### src/rtl/el2_dccm_init_ctl.sv
// DCCM initialisation controller.
// After reset, or when init_start is pulsed, this block walks the whole DCCM
// and writes an all-zero word to every location. All-zero is a valid SECDED
// codeword for zero data, so later loads never see ECC errors from
// uninitialised SRAM. While the sweep runs, the block owns the DCCM ports and
// stalls the LSU. At all other times the LSU request lines pass straight
// through to the memory wrapper with no added latency.
module el2_dccm_init_ctl #(
  parameter int DCCM_BITS        = 16,
  parameter int DCCM_FDATA_WIDTH = 39,
  parameter bit AUTO_INIT        = 1'b1
) (
  input  logic                        clk,
  input  logic                        rst_l,
  input  logic                        init_start,
  input  logic                        lsu_dccm_wren,
  input  logic                        lsu_dccm_rden,
  input  logic [DCCM_BITS-1:0]        lsu_dccm_wr_addr_lo,
  input  logic [DCCM_BITS-1:0]        lsu_dccm_wr_addr_hi,
  input  logic [DCCM_BITS-1:0]        lsu_dccm_rd_addr_lo,
  input  logic [DCCM_BITS-1:0]        lsu_dccm_rd_addr_hi,
  input  logic [DCCM_FDATA_WIDTH-1:0] lsu_dccm_wr_data_lo,
  input  logic [DCCM_FDATA_WIDTH-1:0] lsu_dccm_wr_data_hi,
  output logic                        dccm_wren,
  output logic                        dccm_rden,
  output logic [DCCM_BITS-1:0]        dccm_wr_addr_lo,
  output logic [DCCM_BITS-1:0]        dccm_wr_addr_hi,
  output logic [DCCM_BITS-1:0]        dccm_rd_addr_lo,
  output logic [DCCM_BITS-1:0]        dccm_rd_addr_hi,
  output logic [DCCM_FDATA_WIDTH-1:0] dccm_wr_data_lo,
  output logic [DCCM_FDATA_WIDTH-1:0] dccm_wr_data_hi,
  output logic                        lsu_dccm_stall,
  output logic                        init_busy,
  output logic                        init_done
);

  typedef enum logic [1:0] {
    ST_RST  = 2'd0,
    ST_IDLE = 2'd1,
    ST_INIT = 2'd2,
    ST_DONE = 2'd3
  } state_t;

  // Each sweep cycle writes two adjacent 32-bit words (lo at ptr, hi at ptr+4),
  // so the pointer moves 8 bytes per cycle and its low three bits stay zero.
  localparam logic [DCCM_BITS-1:0] PTR_STEP   = DCCM_BITS'(8);
  localparam logic [DCCM_BITS-1:0] PTR_HI_OFS = DCCM_BITS'(4);
  localparam logic [DCCM_BITS-1:0] PTR_LAST   = {{(DCCM_BITS-3){1'b1}}, 3'b000};

  state_t                 state;
  state_t                 state_nxt;
  logic [DCCM_BITS-1:0]   ptr;
  logic [DCCM_BITS-1:0]   ptr_nxt;
  logic                   done_q;
  logic                   done_nxt;
  logic                   last_write;

  // The sweep finishes on the cycle that writes the top 8-byte pair.
  assign last_write = (state == ST_INIT) && (ptr == PTR_LAST);

  // State register, sweep pointer and sticky completion flag.
  // NOTE: sequential state uses non-blocking assignments so every flop samples
  // the pre-edge values regardless of block evaluation order.
  always_ff @(posedge clk or negedge rst_l) begin
    if (!rst_l) begin
      state  <= ST_RST;
      ptr    <= '0;
      done_q <= 1'b0;
    end else begin
      state  <= state_nxt;
      ptr    <= ptr_nxt;
      done_q <= done_nxt;
    end
  end

  // Next-state logic: leave RST after one cycle, start a sweep on request,
  // advance the pointer while sweeping and latch completion on the last write.
  // NOTE: every variable gets a default before the case so no path leaves one
  // unassigned, which would otherwise infer a latch.
  always_comb begin
    state_nxt = state;
    ptr_nxt   = ptr;
    done_nxt  = done_q;
    unique case (state)
      ST_RST: begin
        state_nxt = AUTO_INIT ? ST_INIT : ST_IDLE;
        ptr_nxt   = '0;
      end
      ST_IDLE, ST_DONE: begin
        if (init_start) begin
          state_nxt = ST_INIT;
          ptr_nxt   = '0;
        end
      end
      ST_INIT: begin
        // init_start is deliberately ignored here; a sweep never restarts.
        // The increment wraps the pointer back to 0 after the last write.
        ptr_nxt = ptr + PTR_STEP;
        if (last_write) begin
          state_nxt = ST_DONE;
          done_nxt  = 1'b1;
        end
      end
      default: begin
        state_nxt = ST_RST;
        ptr_nxt   = '0;
      end
    endcase
  end

  // Output mux: drive the sweep write from registered ptr, pass the LSU through
  // when idle/done, and hold everything quiet with the LSU stalled in RST.
  always_comb begin
    dccm_wren       = 1'b0;
    dccm_rden       = 1'b0;
    dccm_wr_addr_lo = '0;
    dccm_wr_addr_hi = '0;
    dccm_rd_addr_lo = '0;
    dccm_rd_addr_hi = '0;
    dccm_wr_data_lo = '0;
    dccm_wr_data_hi = '0;
    lsu_dccm_stall  = 1'b1;
    init_busy       = 1'b0;
    init_done       = done_q;
    unique case (state)
      ST_RST: begin
        init_done = 1'b0;
      end
      ST_IDLE, ST_DONE: begin
        // A request coinciding with init_start still passes through this cycle.
        dccm_wren       = lsu_dccm_wren;
        dccm_rden       = lsu_dccm_rden;
        dccm_wr_addr_lo = lsu_dccm_wr_addr_lo;
        dccm_wr_addr_hi = lsu_dccm_wr_addr_hi;
        dccm_rd_addr_lo = lsu_dccm_rd_addr_lo;
        dccm_rd_addr_hi = lsu_dccm_rd_addr_hi;
        dccm_wr_data_lo = lsu_dccm_wr_data_lo;
        dccm_wr_data_hi = lsu_dccm_wr_data_hi;
        lsu_dccm_stall  = 1'b0;
      end
      ST_INIT: begin
        // Write data stays at the all-zero default; reads are suppressed.
        dccm_wren       = 1'b1;
        dccm_wr_addr_lo = ptr;
        dccm_wr_addr_hi = ptr + PTR_HI_OFS;
        init_busy       = 1'b1;
      end
      default: begin
        init_done = 1'b0;
      end
    endcase
  end

endmodule

### config.mk
export PLATFORM = sky130hd
export DESIGN_NAME = el2_dccm_init_ctl
export DESIGN_NICKNAME = d
export VERILOG_FILES = /design/src/rtl/el2_dccm_init_ctl.sv
export SDC_FILE = /design/constraint.sdc
export NUM_CORES = 1
export LEC_CHECK = 0
export BUFFER_PORTS_ARGS = -buffer_cell sky130_fd_sc_hd__buf_4
export CORE_AREA = 5 5 112 114
export CTS_BUF_LIST = sky130_fd_sc_hd__clkbuf_8
export DETAILED_ROUTE_END_ITERATION = 8
export DIE_AREA = 0 0 117 119
export HOLD_SLACK_MARGIN = 0.12
export SLEW_MARGIN = 20
export SYNTH_ARGS = -nofsm -noshare
export SYNTH_HDL_FRONTEND = slang
export SYNTH_SLANG_ARGS = --single-unit
### constraint.sdc
create_clock -name clk -period 4.1 [get_ports clk]
set_clock_uncertainty 0.15 [all_clocks]
set_input_delay 0.82 -clock clk [delete_from_list [all_inputs] [get_ports clk]]
set_output_delay 0.82 -clock clk [all_outputs]
set_load 0.02 [all_outputs]
==> flow_summary.toml <==
[routing]
num_vias = 2803
ant_nets = 0
firstDrtPassIters = 4
drc = 0
wire_per_inst_microns = 17.7
drt_iter0_drc = 181
wl_microns = 11800
viasPerCell = 4.18

[pwr]
p_clk_share_pct = 15.4
finalPower_w = 0.000931
vdd_ir_drop_max_mv = 0.157
p_switching_w = 0.000373
pwr-share-comb_pct = 53.4
powerDensity_nw_per_um2 = 222
sw_frac_of_total_pct = 40.1
internal-power_w = 0.000558
seq_power_share_pct = 31.3
p_leak_nw = 2.32

[place]
place.gp.congestion = 0.793
dp.final_hpwl_microns = 10200
portBuffers = 293

[die]
rows = 39
boundaryPins = 294
dieArea_sq_um = 13900
die_w_microns = 117
initial_core_util_pct = 16.5
die_y_microns = 119
core_area_sq_um = 11300

[yosys]
synth_common_cells = "117 x and2_1, 25 x a22o_1, 17 x clkbuf_1"
ys_types = 30
synthTopCellsByArea = "and2_1 39%, dfrtp_1 21%, a22o_1 12%, o21ai_0 4.3%, clkbuf_1 3.4%"
syn_nets = 405
yosysMostFrequentCell = "and2_1"
ys_ff_latch = 16
syn_inst = 257
seq_area_frac_synth_pct = 21.4
synth_top_area_share_pct = 39.1
yosysWarnings = 0
synth_largest_area_cell = "and2_1"
syn_area_sq_um = 1870
async_flop_share_pct = 100
syn_area_per_cell_sq_um = 7.28
synthFlopType = "dfrtp_1"
synth-edff-count = 0

[cts]
clock-root-buffer = "clkbuf_8"
holdBufCountCts = 0
cts_tree = "yes"
post_cts_buffers = 0
cts_resized = 0
clock_latency_ns = 0.25
numCtsBuffers = 3
cts_htree_levels = 1
clkTransAtPathRegs_ns = 0.07
clock_path_buffers = 2
clock_sinks = 16

[worst_setup_path]
cp-end-kind = "primary output"
required_ns = 3.13
cp-start-kind = "register"
critical_path_arrival_ns = 2.20
crit_type = "reg -> out"
crit_fanout = 37

[sta]
period_share_pct = 77.4
rsz0062_at_grt = "no"
fmax_ghz = 0.315
final-setup-viol-count = 0
fin_crit_ns = 3.17
drv_slew = 0
finalHoldViolCount = 0
tightestPinTransition_ns = 0.840
max-slew-margin-rel_pct = 43.8
finalSetupTns_ns = 0

[global_routing]
antenna_found_initial = 0
grt-ovfl-total = 0
grt_use_total_pct = 15.3
grt_pass1_wl_microns = 16600
grt_start_max_net_pins = 147
grt_pass1_vias = 2822

[flow_run]
drv_cap = 0

[final_layout]
area_delta_synth_final_pct = 124
num-nets-final = 677
fillerInstances = 1190
drive_above_1_share_pct = 57.4
diodes = 0

[min_path]
hold_path.class = "in -> async"

[run_status]
status = "finished clean"
==> power groups by stage <==
stage,Clock (W),Sequential (W),Combinational [W]
4_1_cts,0.000148,0.000290,0.000502
6_report,0.000143,0.000291,0.000497
2_1_floorplan,0,0.000240,0.000276
3_3_place_gp,0,0.000292,0.000496
3_5_place_dp,0,0.000293,0.000501
5_1_grt,0.000158,0.000301,0.000532
==> cells in the final DEF (no fill, tap or decap), types with 3 or more instances in the layout <==
cell and instances:
buf_4 293, and2_1 117, a22o_1 25, o21ai_0 16, dfrtp_1 15, nand2_1 14, nand3_1 7, nor2_1 5
a21oi_1 5, clkbuf_8 4, nand4_1 3
==> kinds of logic after synthesis <==
family,synth area share [%]
AOI/OAI and AO/OA,20.5
xor gates and xnor gates,0.468
adders and majority gates,0.669
buffers and inverters,7.56
DFF,21.4
and+or+nand+nor,49.4
==> flip-flops by register name (all words and copies together), names as in the netlist <==
signal and flops:
ptr 13, done_q 1, state 2
==> critical path: stages (launching register included) <==
cell and delay (ns):
dfrtp_4 0.47, nand2b_1 0.42, inv_2 0.66, a22o_1 0.24
buf_4 0.14
==> final timing paths <==
path	start	end	slack, ns	cells after the start
worst max-delay path	state[0]$_DFFE_PN0P_	dccm_wr_addr_hi[5]	0.93	4
worst min register to register	done_q$_DFFE_PN0P_	done_q$_DFFE_PN0P_	0.32	1
min in group clk	done_q$_DFFE_PN0P_	done_q$_DFFE_PN0P_	0.32	1
max in group asynchronous	rst_l	state[0]$_DFFE_PN0P_	3.30	1
worst max register to register	state[0]$_DFFE_PN0P_	ptr[5]$_DFFE_PN0P_	1.73	5
worst min-delay path	rst_l	ptr[3]$_DFFE_PN0P_	0.27	1
==> through the flow <==
step	instances	hold WS, ns	utilization [%]	setup WS [ns]	instance area [sq um]
6_report	671	0.272	37.0	0.929	4190
2_1_floorplan	257	0.292	-	1.78	1870
5_1_grt	671	0.281	37.0	0.734	4190
4_1_cts	671	0.278	37.0	0.894	4190
3_5_place_dp	667	0.318	36.5	1.17	4130
3_3_place_gp	667	0.317	36.5	1.25	4130
==> routing by layer <==
metal	up-vias	GRT usage (%)	routed length [microns]
li1	1402	-	-
met1	1258	17.6	4410
met2	129	28.5	6190
met3	14	3.30	1060
met4	0	3.30	199
met5	-	0	0
==> area by class of cell <==
class | count | area [sq um] | area share (%)
timing repair buffer | 294 | 2210 | 52.8
multi-input combinational | 211 | 1330 | 31.7
sequential | 16 | 404 | 9.65
tap | 143 | 179 | 4.27
clock buffer | 4 | 55.1 | 1.31
inverter | 3 | 11.3 | 0.269
Power figures use the tool's default switching activity.
